`config.mk`:
```
export PLATFORM = sky130hd
export DESIGN_NAME = dac_spi_ctrl
export DESIGN_NICKNAME = d
export VERILOG_FILES = /design/src/rtl/dac_pkg.sv /design/src/rtl/spi_phase_timer.sv /design/src/rtl/dac_spi_ctrl.sv
export SDC_FILE = /design/constraint.sdc
export NUM_CORES = 1
export LEC_CHECK = 0
export BUFFER_PORTS_ARGS = -buffer_cell sky130_fd_sc_hd__buf_2
export CAP_MARGIN = 0
export CORE_MARGIN = 2
export CORE_UTILIZATION = 45
export DETAILED_ROUTE_END_ITERATION = 16
export HOLD_SLACK_MARGIN = 0.08
export PLACE_DENSITY = 0.66
export SETUP_SLACK_MARGIN = 0.2
export SLEW_MARGIN = 15
export SYNTH_ARGS = -nofsm -noshare
export SYNTH_HDL_FRONTEND = slang
export SYNTH_SLANG_ARGS = --single-unit
```
`constraint.sdc`:
```
create_clock -name clk -period 3.16 [get_ports clk]
set_clock_uncertainty 0.15 [all_clocks]
set_input_delay 0.632 -clock clk [delete_from_list [all_inputs] [get_ports clk]]
set_output_delay 0.632 -clock clk [all_outputs]
set_load 0.02 [all_outputs]
```
`src/rtl/dac_pkg.sv`:
```
// Shared definitions for the LTC2624 SPI master.
// Frame layout, command/address codes and FSM state encoding.
package dac_pkg;

  typedef enum logic [2:0] {
    S_CLR,
    S_IDLE,
    S_SETUP,
    S_SCK_HI,
    S_SCK_LO,
    S_GAP
  } state_t;

  localparam logic [3:0] CMD_WRITE_UPDATE = 4'h3;

  localparam logic [3:0] ADDR_A   = 4'h0;
  localparam logic [3:0] ADDR_B   = 4'h1;
  localparam logic [3:0] ADDR_C   = 4'h2;
  localparam logic [3:0] ADDR_D   = 4'h3;
  localparam logic [3:0] ADDR_ALL = 4'hF;

  localparam int FRAME_LEN = 32;
  localparam int DATA_LSB  = 4;
  localparam int DATA_MSB  = 15;
  localparam int ADDR_LSB  = 16;
  localparam int ADDR_MSB  = 19;
  localparam int CMD_LSB   = 20;
  localparam int CMD_MSB   = 23;

  function automatic logic [FRAME_LEN-1:0] build_frame(
    input logic [3:0]  c,
    input logic [3:0]  a,
    input logic [11:0] d
  );
    logic [FRAME_LEN-1:0] f;
    f = '0;
    f[DATA_MSB:DATA_LSB] = d;
    f[ADDR_MSB:ADDR_LSB] = a;
    f[CMD_MSB:CMD_LSB]   = c;
    return f;
  endfunction

endpackage

```
`src/rtl/spi_phase_timer.sv`:
```
// Loadable down-counter with a one-cycle expiry tick.
// Tick fires on the last cycle of a loaded interval of N cycles.
module spi_phase_timer #(
  parameter int             W       = 6,
  parameter logic [W-1:0]   RST_VAL = '0
) (
  input  logic         clk,
  input  logic         rst,
  input  logic         load,
  input  logic [W-1:0] load_val,
  output logic         tick
);

  logic [W-1:0] cnt;

  // Count down to zero; a load restarts the interval.
  always_ff @(posedge clk or posedge rst) begin
    if (rst) begin
      cnt <= RST_VAL;
    end else if (load) begin
      cnt <= load_val;
    end else if (cnt != '0) begin
      cnt <= cnt - 1'b1;
    end
  end

  assign tick = (cnt == W'(1));

endmodule

```
`src/rtl/dac_spi_ctrl.sv`:
```
// SPI master for the LTC2624 quad DAC: clear pulse after reset,
// then one 32-bit frame per accepted start, with readback capture.
module dac_spi_ctrl
  import dac_pkg::*;
#(
  parameter int CLK_DIV    = 2,
  parameter int CLR_CYCLES = 50
) (
  input  logic        clk,
  input  logic        rst,
  input  logic        start,
  input  logic [3:0]  cmd,
  input  logic [3:0]  addr,
  input  logic [11:0] data,
  output logic        busy,
  output logic        done,
  output logic [31:0] rdata,
  output logic        SPI_SCK,
  output logic        DAC_CS,
  output logic        DAC_CLR,
  output logic        SPI_MOSI,
  input  logic        DAC_OUT
);

  localparam int MAXC = (CLK_DIV > CLR_CYCLES) ? CLK_DIV : CLR_CYCLES;
  localparam int W    = $clog2(MAXC + 1);
  localparam logic [W-1:0] DIV  = W'(CLK_DIV);
  localparam logic [W-1:0] CLRV = W'(CLR_CYCLES);

  state_t      state;
  logic [31:0] tx;
  logic [4:0]  bit_cnt;
  logic        tick;
  logic        load;
  logic        accept;

  // A start landing on the done cycle is treated as still busy.
  assign accept = (state == S_IDLE) && start && !done;

  // Reload the phase timer on every transition into a timed phase.
  always_comb begin
    load = accept;
    if (tick && (state == S_SETUP || state == S_SCK_HI ||
                 state == S_SCK_LO))
      load = 1'b1;
  end

  spi_phase_timer #(
    .W       (W),
    .RST_VAL (CLRV)
  ) u_timer (
    .clk      (clk),
    .rst      (rst),
    .load     (load),
    .load_val (DIV),
    .tick     (tick)
  );

  // Frame sequencer; all pin outputs are registered.
  always_ff @(posedge clk or posedge rst) begin
    if (rst) begin
      state    <= S_CLR;
      SPI_SCK  <= 1'b0;
      DAC_CS   <= 1'b1;
      DAC_CLR  <= 1'b0;
      SPI_MOSI <= 1'b0;
      busy     <= 1'b1;
      done     <= 1'b0;
      rdata    <= '0;
      tx       <= '0;
      bit_cnt  <= '0;
    end else begin
      done <= 1'b0;
      case (state)
        S_CLR: begin
          if (DAC_CLR) begin
            state <= S_IDLE;
            busy  <= 1'b0;
          end else if (tick) begin
            DAC_CLR <= 1'b1;
          end
        end
        S_IDLE: begin
          if (accept) begin
            tx       <= build_frame(cmd, addr, data);
            SPI_MOSI <= build_frame(cmd, addr, data)[31];
            DAC_CS   <= 1'b0;
            busy     <= 1'b1;
            bit_cnt  <= '0;
            state    <= S_SETUP;
          end
        end
        S_SETUP: begin
          if (tick) begin
            SPI_SCK <= 1'b1;
            rdata   <= {rdata[30:0], DAC_OUT};
            state   <= S_SCK_HI;
          end
        end
        S_SCK_HI: begin
          if (tick) begin
            SPI_SCK  <= 1'b0;
            tx       <= {tx[30:0], 1'b0};
            SPI_MOSI <= tx[30];
            state    <= S_SCK_LO;
          end
        end
        S_SCK_LO: begin
          if (tick) begin
            if (bit_cnt == 5'd31) begin
              DAC_CS   <= 1'b1;
              SPI_MOSI <= 1'b0;
              state    <= S_GAP;
            end else begin
              bit_cnt <= bit_cnt + 5'd1;
              SPI_SCK <= 1'b1;
              rdata   <= {rdata[30:0], DAC_OUT};
              state   <= S_SCK_HI;
            end
          end
        end
        S_GAP: begin
          if (tick) begin
            done  <= 1'b1;
            busy  <= 1'b0;
            state <= S_IDLE;
          end
        end
        default: state <= S_CLR;
      endcase
    end
  end

endmodule

```
==> impl_metrics.csv, run 1 <==
group,metric,value,unit
timing,finalCritPeriodShare,80.5,%
power,leakage,0.00211,µW
power,vdd_drop_max,0.305,mV
global_route,grt_pass1_wl,11400,µm
setup_path,startpoint,"bit_cnt[0]",
setup_path,required,3.25,ns
setup_path,cp_cell_sequence,"ha_1 > and3_1 > ha_1 > nor4bb_1 > a21oi_1 > or2_2 > a211o_1",
clocking,cts_resized,0,
setup_path,cp_num_buf_inv,0,
timing,finalHoldViolCount,0,
setup_path,crit_slowest_cell,"dfrtp_1",
setup_path,path_common_cell,"ha_1",
finish,drive_gt1_share,47.4,%
yosys,yosysSeqAreaShare,54.8,%
timing,maxSlewViolCount,0,
drt,detailedRoute.firstIterationViolations,66,
global_route,busiest_layer,"met2",
worst_hold_path,min_path_type,"input port to async pin",
timing,worst_slew_pin_slew,0.669,ns
clocking,clockBufferDepth,2,
clocking,cts_made_buffers,9,
drt,first_pass_iters,4,
global_route,grt_pass1_vias,2452,
placement,gp_congestion,0.892,
die,initial_core_util,46.6,%
yosys,syn_area,3620,µm²
clocking,cts_tree,"built",
yosys,syn_avg_cell_area,13.1,µm²
job,drv_cap,0,
clocking,h-tree-depth,3,
global_route,met3_usage,7.06,%
yosys,netlist-cell-type-count,48,
global_route,antenna_found_initial,0,
yosys,synth_edf_count,0,
global_route,overflow,0,
drt,drc,0,
die,rows,32,
placement,place.port_buffers,61,
setup_path,crit_fanout,6,
power,finalPower,1980,µW
yosys,synth_seq_cells,79,
setup_path,cp-start-kind,"flop",
die,core_area,7770,µm²
yosys,async_reset_ff_share,100,%
global_route,use_met2,25.1,%
clocking,postCtsSetupBuffers,0,
yosys,synthCells,277,
timing,tns,0,ns
power,powerDensity,467,nW/µm²
global_route,grtUsageTotal,16.7,%
die,die_w,93.7,µm
drt,post_drt_via_cell_ratio,5.40,
drt,drt_wl_total,6840,µm
die,die-area,8770,µm²
finish,nets,371,
drt,antenna_left,0,
clocking,clkSinkCount,79,
yosys,synth_ff_type,"dfrtp_1",
setup_path,cp.arrival,2.63,ns
timing,min_period,2.54,ns
clocking,clock_latency,0.35,ns
finish,num_antenna_cells,0,
drt,vias,2421,
setup_path,path_class,"flop to flop",
placement,place.detailed.hpwl,4670,µm
setup_path,path_delay_family,"simple AND/OR/NAND/NOR gates",
run_status,outcome,"finished, final reports clean",
clocking,ctsHoldBuffers,0,
timing,slew_headroom,55.3,%
global_route,use_met1,21.7,%
setup_path,max_stage_delay,0.41,ns
clocking,cts_root_buf,"clkbuf_8",
timing,setup_viol,0,
die,io_pins,62,
finish,layout_common_cells,"dfrtp_1, mux2_2, buf_2",
finish,final_common_cell,"dfrtp_1",
timing,rsz0062_at_grt,"no",
drt,avgRoutedWirePerCell,15.3,µm
yosys,syn-num-nets,307,
global_route,grt_max_degree,42,
finish,area_growth,17.3,%
clocking,path_clk_slew,0.08,ns
die,die_h,93.7,µm
timing,max_freq,393,MHz
yosys,synth_warnings,0,
setup_path,worstReg2RegStart,"bit_cnt[0]",
setup_path,end_kind,"flop",
## routing by layer
| metal | vias to the layer above | part of all wire (%) |
|---|---|---|
| li1 | 1132 | - |
| met1 | 1203 | 45 |
| met2 | 76 | 46 |
| met3 | 10 | 7.4 |
| met4 | 0 | 1.4 |
| met5 | - | 0 |
## path summary, 6_finish.rpt
kind                                       end  slack [ns]  depth (start not counted)
worst max-delay path                bit_cnt[3]        0.62                          7
worst min-delay path                    tx[13]        0.24                          3
worst max register to register      bit_cnt[3]        0.62                          7
worst min register to register            busy        0.34                          2
max in group asynchronous       u_timer.cnt[1]        2.25                          3
min in group clk                          busy        0.34                          2
## power by group
group	internal, µW	leakage, µW	switching, µW	total (µW)
Combinational	33.4	0.000948	43.2	76.6
Clock	511	0.000119	370	881
Sequential	1020	0.00104	5.97	1020
Total	1560	0.00211	419	1980
## metrics by stage
| stage | hold WS [ns] | util, % | worst slack [ns] | std cells | area, µm² |
|---|---|---|---|---|---|
| 5_1_grt | 0.272 | 54.6 | 0.505 | 448 | 4240 |
| 6_report | 0.236 | 54.6 | 0.617 | 448 | 4240 |
| 3_3_place_gp | 0.325 | 51.5 | 0.764 | 432 | 4000 |
| 4_1_cts | 0.247 | 54.6 | 0.639 | 448 | 4240 |
| 2_1_floorplan | 0.309 | - | 0.363 | 277 | 3620 |
| 3_5_place_dp | 0.332 | 51.5 | 0.659 | 432 | 4000 |
## cells by family after synthesis
kind of cell | after synthesis | share of synthesized area [%]
buf+inv | 20 | 3.11
xor+xnor | 2 | 0.484
compound gates | 45 | 8.34
fa+ha+maj | 6 | 2.08
flops | 79 | 54.8
mux | 72 | 22.3
simple gates | 53 | 8.82
## flip-flops by register name (all words and copies together), names as in the netlist
signal and flops:
tx 27, SPI_MOSI 1, rdata 32, SPI_SCK 1, u_timer.cnt 6, DAC_CLR 1, DAC_CS 1, busy 1
bit_cnt 5, done 1, state 3
## synthesized netlist by cell type (2+ instances only)
library cell | number | share of area, %
a21oi_1 | 9 | 1.2
a22o_1 | 7 | 1.7
and3_1 | 2 | 0.35
buf_6 | 5 | 1.6
clkbuf_1 | 7 | 0.73
dfrtp_1 | 74 | 51
dfstp_2 | 5 | 3.6
ha_1 | 6 | 2.1
inv_1 | 7 | 0.73
mux2_1 | 2 | 0.62
mux2_2 | 68 | 21
mux2i_1 | 2 | 0.55
nand2_1 | 10 | 1.0
nand2b_1 | 6 | 1.0
nand3_1 | 2 | 0.28
nand3b_1 | 3 | 0.62
nor2_1 | 10 | 1.0
nor2b_1 | 2 | 0.35
nor3_1 | 4 | 0.55
nor3b_1 | 2 | 0.41
nor4bb_1 | 2 | 0.55
o21ai_0 | 13 | 1.8
o2bb2ai_1 | 2 | 0.48
o31ai_1 | 2 | 0.41
or2_2 | 2 | 0.35
## final cells by class
| class | instances | area [µm²] |
|---|---|---|
| fill | 693 | 3520 |
| sequential | 79 | 1980 |
| multi-input combinational | 178 | 1520 |
| timing repair buffer | 66 | 343 |
| clock buffer | 12 | 165 |
| tap | 102 | 128 |
| clock inverter | 4 | 76.3 |
| inverter | 7 | 26.3 |
## worst reg2reg max path: cells and delay by family (launching register included)
kind / cells / cell delay, ns
flops: 1 / 0.41
fa+ha+maj: 2 / 0.46
simple gates: 3 / 0.93
compound gates: 2 / 0.50
(Power assumes the default switching activity.)
==> inputs of run 2 (changes only) <==
--- a/config.mk
+++ b/config.mk
@@ -5,6 +5,7 @@
 export SDC_FILE = /design/constraint.sdc
 export NUM_CORES = 1
 export LEC_CHECK = 0
+export ABC_AREA = 1
 export BUFFER_PORTS_ARGS = -buffer_cell sky130_fd_sc_hd__buf_2
 export CAP_MARGIN = 0
 export CORE_MARGIN = 2
==> constraint.sdc (replaced) <==
create_clock -name clk -period 2.4 [get_ports clk]
set_clock_uncertainty 0.15 [all_clocks]
set_input_delay 0.48 -clock clk [delete_from_list [all_inputs] [get_ports clk]]
set_output_delay 0.48 -clock clk [all_outputs]
set_load 0.02 [all_outputs]
==> run 2 against run 1 <==
  * Routed wire length is 4.3% higher
  * Maximum frequency up 27%
  * Global-route usage increased by 0.57 points
  * Flip-flop and latch count unchanged
  * First-iteration DRC count rose by 42%
  * Synthesized cell count up 55%
  * Total power grew to 2.7 times the previous value
  * Hold slack worse by 0.0033 ns
  * Setup slack worse by 0.22 ns
  * Clock power grew 11%
  * Combinational power grew to 28 times the previous value
  * Utilization fell by 0.83 points
  * Largest cell class unchanged
==> impl_metrics.csv, run 2 <==
group,metric,value,unit
setup_path,cp-start-kind,"flop",
worst_hold_path,min_path_type,"input port to flop",
clocking,cts_root_buf,"clkbuf_8",
placement,gp_congestion,0.833,
yosys,synth_seq_cells,79,
job,drv_cap,0,
global_route,grt_pass1_wl,12300,µm
timing,tns,0,ns
yosys,synth_area_leaders,"dfrtp_1, nand2_1, inv_1",
yosys,synth_common_cells,"nand2_1, dfrtp_1, inv_1",
timing,slew_headroom,56.1,%
setup_path,end_kind,"flop",
yosys,yosysMostFrequentCell,"nand2_1",
yosys,synthCells,428,
global_route,grt_max_degree,66,
yosys,yosysSeqAreaShare,52.7,%
drt,drt_wl_total,7130,µm
clocking,clock_latency,0.34,ns
global_route,antenna_found_initial,0,
finish,largest_reg_flops,32,
setup_path,crit_fanout,39,
placement,place.port_buffers,61,
setup_path,reg2reg_slack,0.40,ns
timing,min_period,2.00,ns
timing,finalHoldViolCount,0,
die,die-area,9120,µm²
timing,rsz0062_at_grt,"no",
setup_path,path_class,"flop to flop",
drt,vias,2879,
clocking,cts_tree,"built",
placement,place.detailed.hpwl,4740,µm
finish,nFillCells,771,
die,die_h,95.5,µm
drt,first_pass_iters,4,
global_route,grt_pass1_vias,2678,
yosys,synth_warnings,0,
clocking,h-tree-depth,3,
finish,drive_gt1_share,28.0,%
drt,detailedRoute.firstIterationViolations,94,
yosys,synth_edf_count,0,
placement,post-place-ws,0.110,ns
worst_hold_path,hold_depth,3,
worst_hold_path,holdPathEnd,"rdata[0]",
clocking,postCtsSetupBuffers,0,
run_status,outcome,"finished, final reports clean",
yosys,syn-num-nets,458,
clocking,cts_made_buffers,9,
finish,nets,521,
finish,top_register,"rdata",
clocking,clkSinkCount,79,
timing,setup_viol,0,
die,io_pins,62,
clocking,clockBufferDepth,2,
yosys,synth_area_leader_cell,"dfrtp_1",
setup_path,r2r_end,"state[1]",
setup_path,r2r_cells,10,
finish,layout_common_cells,"nand2_1, dfrtp_1, buf_2",
drt,avgRoutedWirePerCell,11.9,µm
drt,antenna_left,0,
power,vdd_drop_max,0.410,mV
die,rows,33,
timing,worst_slew_pin_slew,0.656,ns
clocking,path_clk_slew,0.09,ns
setup_path,worstReg2RegStart,"state[2]",
die,die_w,95.5,µm
finish,final_common_cell,"nand2_1",
yosys,async_reset_ff_share,100,%
setup_path,required,2.48,ns
die,core_area,8180,µm²
timing,finalCritPeriodShare,83.3,%
yosys,syn_area,3770,µm²
drt,drc,0,
drt,post_drt_via_cell_ratio,4.79,
finish,num_antenna_cells,0,
worst_hold_path,hold_path_startpoint,"DAC_OUT",
timing,max_freq,500,MHz
die,initial_core_util,46.1,%
yosys,netlist-cell-type-count,31,
timing,layout_setup_ws,0.401,ns
timing,maxSlewViolCount,0,
power,powerDensity,1190,nW/µm²
power,leakage,0.00227,µW
global_route,grtUsageTotal,17.3,%
finish,reg_top3,"rdata x32, tx x27, u_timer.cnt x6",
yosys,yosys.area.top_type_share,49.2,%
yosys,synth_ff_type,"dfrtp_1",
setup_path,cp.arrival,2.08,ns
yosys,syn_avg_cell_area,8.80,µm²
finish,area_growth,16.8,%
global_route,overflow,0,
==> run 2: changes by cell type in the layout (fill, tap and decap cells not counted), sizes merged, moves of 3 or more <==
cell / previous run / this run
nor3: 5 / 2
o21ai: 13 / 74
a21oi: 9 / 21
mux2: 70 / 0
nor2: 11 / 32
nand2: 10 / 104
a22o: 7 / 0
nand3: 3 / 23
nand2b: 6 / 0
inv: 7 / 64
==> run 2: what timing repair did <==
item / in CTS / in global routing
pin swaps: 1 / 0
hold endpoints to repair: 17 / 0
hold buffers: 1 / 0
gates resized for setup: 0 / 1
setup endpoints to repair: 19 / 25
gates cloned: 1 / 1
==> run 2: layout make-up <==
type	count	area, µm²	area share (%)
multi-input cells	270	1440	32.6
repair buffers	67	408	9.27
clock buffers	9	124	2.82
clock inverters	7	72.6	1.65
inverters	64	244	5.55
flip-flops and latches	79	1980	45.1
well taps	105	131	2.99
==> run 2: power breakdown <==
group	internal, µW	switching, µW	leakage, µW
combinational	732	1410	0.00116
clock	482	500	0.0000956
sequential	1840	289	0.00101
total	3050	2200	0.00227
==> run 2: critical path: stages (launching register included) <==
cell,delay (ns)
dfrtp_1,0.50
inv_2,0.10
nand3_2,0.15
buf_4,0.35
nand2_2,0.12
nand2_2,0.09
inv_2,0.05
nor2_4,0.13
nand2_1,0.11
nand2_1,0.09
nand2_1,0.04
==> run 2: worst max path at each step <==
stage | start | end | slack (ns) | cells after the start
after floorplan | bit_cnt[0] | rdata[6] | 0.61 | 12
after detailed placement | u_timer.cnt[1] | tx[29] | 0.11 | 6
final | state[2] | state[1] | 0.40 | 10
after CTS | u_timer.cnt[1] | tx[16] | 0.24 | 6
after global placement | u_timer.cnt[1] | tx[24] | 0.21 | 6
after global routing | state[2] | state[0] | 0.22 | 10
==> run 2: kinds of logic after synthesis <==
logic type / share of synthesized area [%]
simple gates: 20.1
fa+ha+maj: 1.99
compound gates: 14.7
buf+inv: 9.87
flops: 52.7
xor+xnor: 0.698
==> run 2: routing by layer <==
metal | wire, µm | global-route usage (%) | vias to the layer above
li1 | - | - | 1479
met1 | 3350 | 22.9 | 1339
met2 | 3420 | 27.9 | 55
met3 | 310 | 3.87 | 6
met4 | 49 | 6.07 | 0
met5 | 0 | 0 | -
==> run 2: stage by stage <==
step / cells / instance area [µm²] / hold WS, ns / util [%] / power (µW)
final: 601 / 4400 / 0.232 / 53.8 / 5260
after global routing: 601 / 4400 / 0.232 / 53.8 / 5740
after CTS: 600 / 4370 / 0.212 / 53.4 / 5320
after detailed placement: 582 / 4150 / 0.302 / 50.8 / 4290
after global placement: 582 / 4150 / 0.298 / 50.8 / 4220
after floorplan: 428 / 3770 / 0.323 / - / 3750
==> inputs of run 3 (changes only) <==
--- a/config.mk
+++ b/config.mk
@@ -12,7 +12,7 @@
 export CORE_UTILIZATION = 45
 export DETAILED_ROUTE_END_ITERATION = 16
 export HOLD_SLACK_MARGIN = 0.08
-export PLACE_DENSITY = 0.66
+export PLACE_DENSITY = 0.69
 export SETUP_SLACK_MARGIN = 0.2
 export SLEW_MARGIN = 15
 export SYNTH_ARGS = -nofsm -noshare
==> constraint.sdc (replaced) <==
create_clock -name clk -period 1.6 [get_ports clk]
set_clock_uncertainty 0.15 [all_clocks]
set_input_delay 0.32 -clock clk [delete_from_list [all_inputs] [get_ports clk]]
set_output_delay 0.32 -clock clk [all_outputs]
set_load 0.02 [all_outputs]
==> run 3 against run 2 <==
  * The flow now finishes with violations (setup timing)
  * Hold slack got worse by 0.080 ns
  * Critical path depth rose by 2
  * Routed wire length rose by 68%
  * Utilization rose by 24 points
  * First-iteration DRC count rose by 63%
  * Largest cell class is now multi-input combinational cells
==> impl_metrics.csv, run 3 (synthesis gave the netlist of run 2 again) <==
group,metric,value,unit
run_status,outcome,"complete, but fails checks",
run_status,violations,"setup timing",
global_route,grt_pass1_vias,3331,
setup_path,path_delay_family,"simple AND/OR/NAND/NOR gates",
power,powerDensity,1800,nW/µm²
timing,maxSlewViolCount,0,
finish,drive_gt1_share,57.4,%
drt,avgRoutedWirePerCell,17.3,µm
timing,finalCritPeriodShare,124,%
worst_hold_path,hold_path_startpoint,"data[3]",
finish,reg_top3,"rdata x32, tx x27, u_timer.cnt x6",
finish,largest_reg_flops,32,
setup_path,required,1.74,ns
setup_path,max_stage_delay,0.37,ns
global_route,grt_pass1_wl,15100,µm
clocking,cts_made_buffers,9,
clocking,clockBufferDepth,2,
job,drv_cap,0,
clocking,h-tree-depth,3,
timing,finalHoldViolCount,0,
finish,seq_area,1990,µm²
worst_hold_path,holdPathEnd,"tx[7]",
setup_path,path_class,"flop to flop",
clocking,clkSinkCount,79,
worst_hold_path,hold_depth,5,
finish,nets,614,
placement,place.detailed.hpwl,4920,µm
timing,max_freq,506,MHz
setup_path,end_kind,"flop",
drt,drc,0,
setup_path,cp_num_buf_inv,3,
placement,post-place-ws,-0.211,ns
timing,min_period,1.98,ns
finish,final_common_cell,"dfrtp_1",
die,io_pins,62,
die,die-area,9120,µm²
finish,multi_input_area,2030,µm²
drt,vias,3616,
drt,detailedRoute.firstIterationViolations,153,
power,finalPower,11400,µW
setup_path,r2r_end,"rdata[2]",
die,die_w,95.5,µm
drt,post_drt_via_cell_ratio,5.21,
timing,layout_setup_ws,-0.376,ns
die,die_h,95.5,µm
setup_path,reg2reg_slack,-0.38,ns
die,initial_core_util,46.1,%
clocking,clock_latency,0.37,ns
timing,tns,-16.30,ns
timing,holdWs,0.152,ns
timing,rsz0062_at_grt,"yes",
clocking,cts_tree,"built",
global_route,antenna_found_initial,0,
drt,antenna_left,0,
setup_path,r2r_cells,12,
finish,nFillCells,461,
setup_path,cp.arrival,2.12,ns
global_route,overflow,0,
finish,layout_common_cells,"dfrtp_1, nand2_1, buf_4",
timing,worst_slew_pin_slew,0.427,ns
worst_hold_path,min_path_type,"input port to flop",
setup_path,crit_fanout,7,
timing,setup_viol,75,
setup_path,cp_cell_sequence,"ha_2 > nand2_2 > nor2_4 > ha_4 > inv_2 > nand2_2 > nand2_2 > nand2_4 > buf_8 > buf_12 > nor2_2 > a21oi_2",
clocking,cts_root_buf,"clkbuf_8",
die,rows,33,
power,leakage,0.00311,µW
drt,first_pass_iters,6,
placement,place.port_buffers,61,
finish,final_core_util,77.8,%
global_route,grtUsageTotal,21.3,%
placement,gp_congestion,0.798,
setup_path,cp-start-kind,"flop",
global_route,grt_max_degree,80,
power,vdd_drop_max,0.825,mV
die,core_area,8180,µm²
timing,slew_headroom,71.5,%
setup_path,crit_slowest_cell,"dfrtp_1",
clocking,path_clk_slew,0.11,ns
setup_path,path_common_cell,"nand2_2",
finish,num_antenna_cells,0,
drt,drt_wl_total,12000,µm
finish,area_growth,68.8,%
setup_path,worstReg2RegStart,"bit_cnt[1]",
finish,top_register,"rdata",
run 3: cell count changes in the layout (fill, tap and decap cells not counted), moves of 19 or more:
cell / before / now
buf_2: 61 / 28
o21ai_2: 1 / 24
nand2_1: 97 / 55
buf_6: 0 / 48
nand2_2: 7 / 26
nand2_4: 0 / 23
buf_4: 1 / 55
run 3: what timing repair did:
action	4_1_cts	5_1_grt
hold endpoints to repair	76	0
pin swaps	24	22
buffers inserted	36	17
hold buffers	3	0
setup endpoints to repair	92	114
cloned	8	5
resized for setup	115	130
run 3: area by class of cell:
cell class                      count  share of cell area (%)
Clock buffer                        9                    1.95
Clock inverter                      7                    1.61
Inverter                           64                    3.88
Multi-Input combinational cell    269                    32.0
Sequential cell                    79                    31.3
Tap cell                          105                    2.07
Timing Repair Buffer              161                    27.3
run 3: worst min-delay path, delay by kind of cell:
kind / cells / cell delay (ns)
and+or+nand+nor: 2 / 0.12
AOI/OAI and AO/OA: 2 / 0.11
buffers and inverters: 1 / 0.07
run 3: power breakdown:
part           total (µW)  switching (µW)  internal (µW)  leakage [µW]
clock network        1770             864            902      0.000116
registers            3330             563           2760       0.00100
logic                6340            3390           2950       0.00199
run 3: layer usage:
| layer | vias to the layer above | share of wire [%] | wire length, µm | GRT usage (%) |
|---|---|---|---|---|
| li1 | 1676 | - | - | - |
| met1 | 1766 | 39 | 4710 | 25.8 |
| met2 | 130 | 53 | 6370 | 37.6 |
| met3 | 44 | 3.4 | 409 | 3.79 |
| met4 | 0 | 4.1 | 486 | 8.10 |
| met5 | - | 0 | 0 | 0 |
run 3: how the worst max path moves through the flow:
stage / from / to / slack [ns] / depth (start not counted)
floorplan: bit_cnt[0] / rdata[10] / -0.13 / 12
global placement: bit_cnt[1] / rdata[17] / -0.14 / 10
global route: bit_cnt[1] / rdata[2] / -0.43 / 12
finish: bit_cnt[1] / rdata[2] / -0.38 / 12
detailed placement: bit_cnt[1] / rdata[15] / -0.21 / 10
CTS: bit_cnt[0] / rdata[2] / -0.20 / 12
run 3: metrics by stage:
stage | area, µm² | std cells
after CTS | 5620 | 672
after floorplan | 3890 | 428
after global routing | 6360 | 694
after detailed placement | 4460 | 609
after global placement | 4460 | 609
final | 6360 | 694
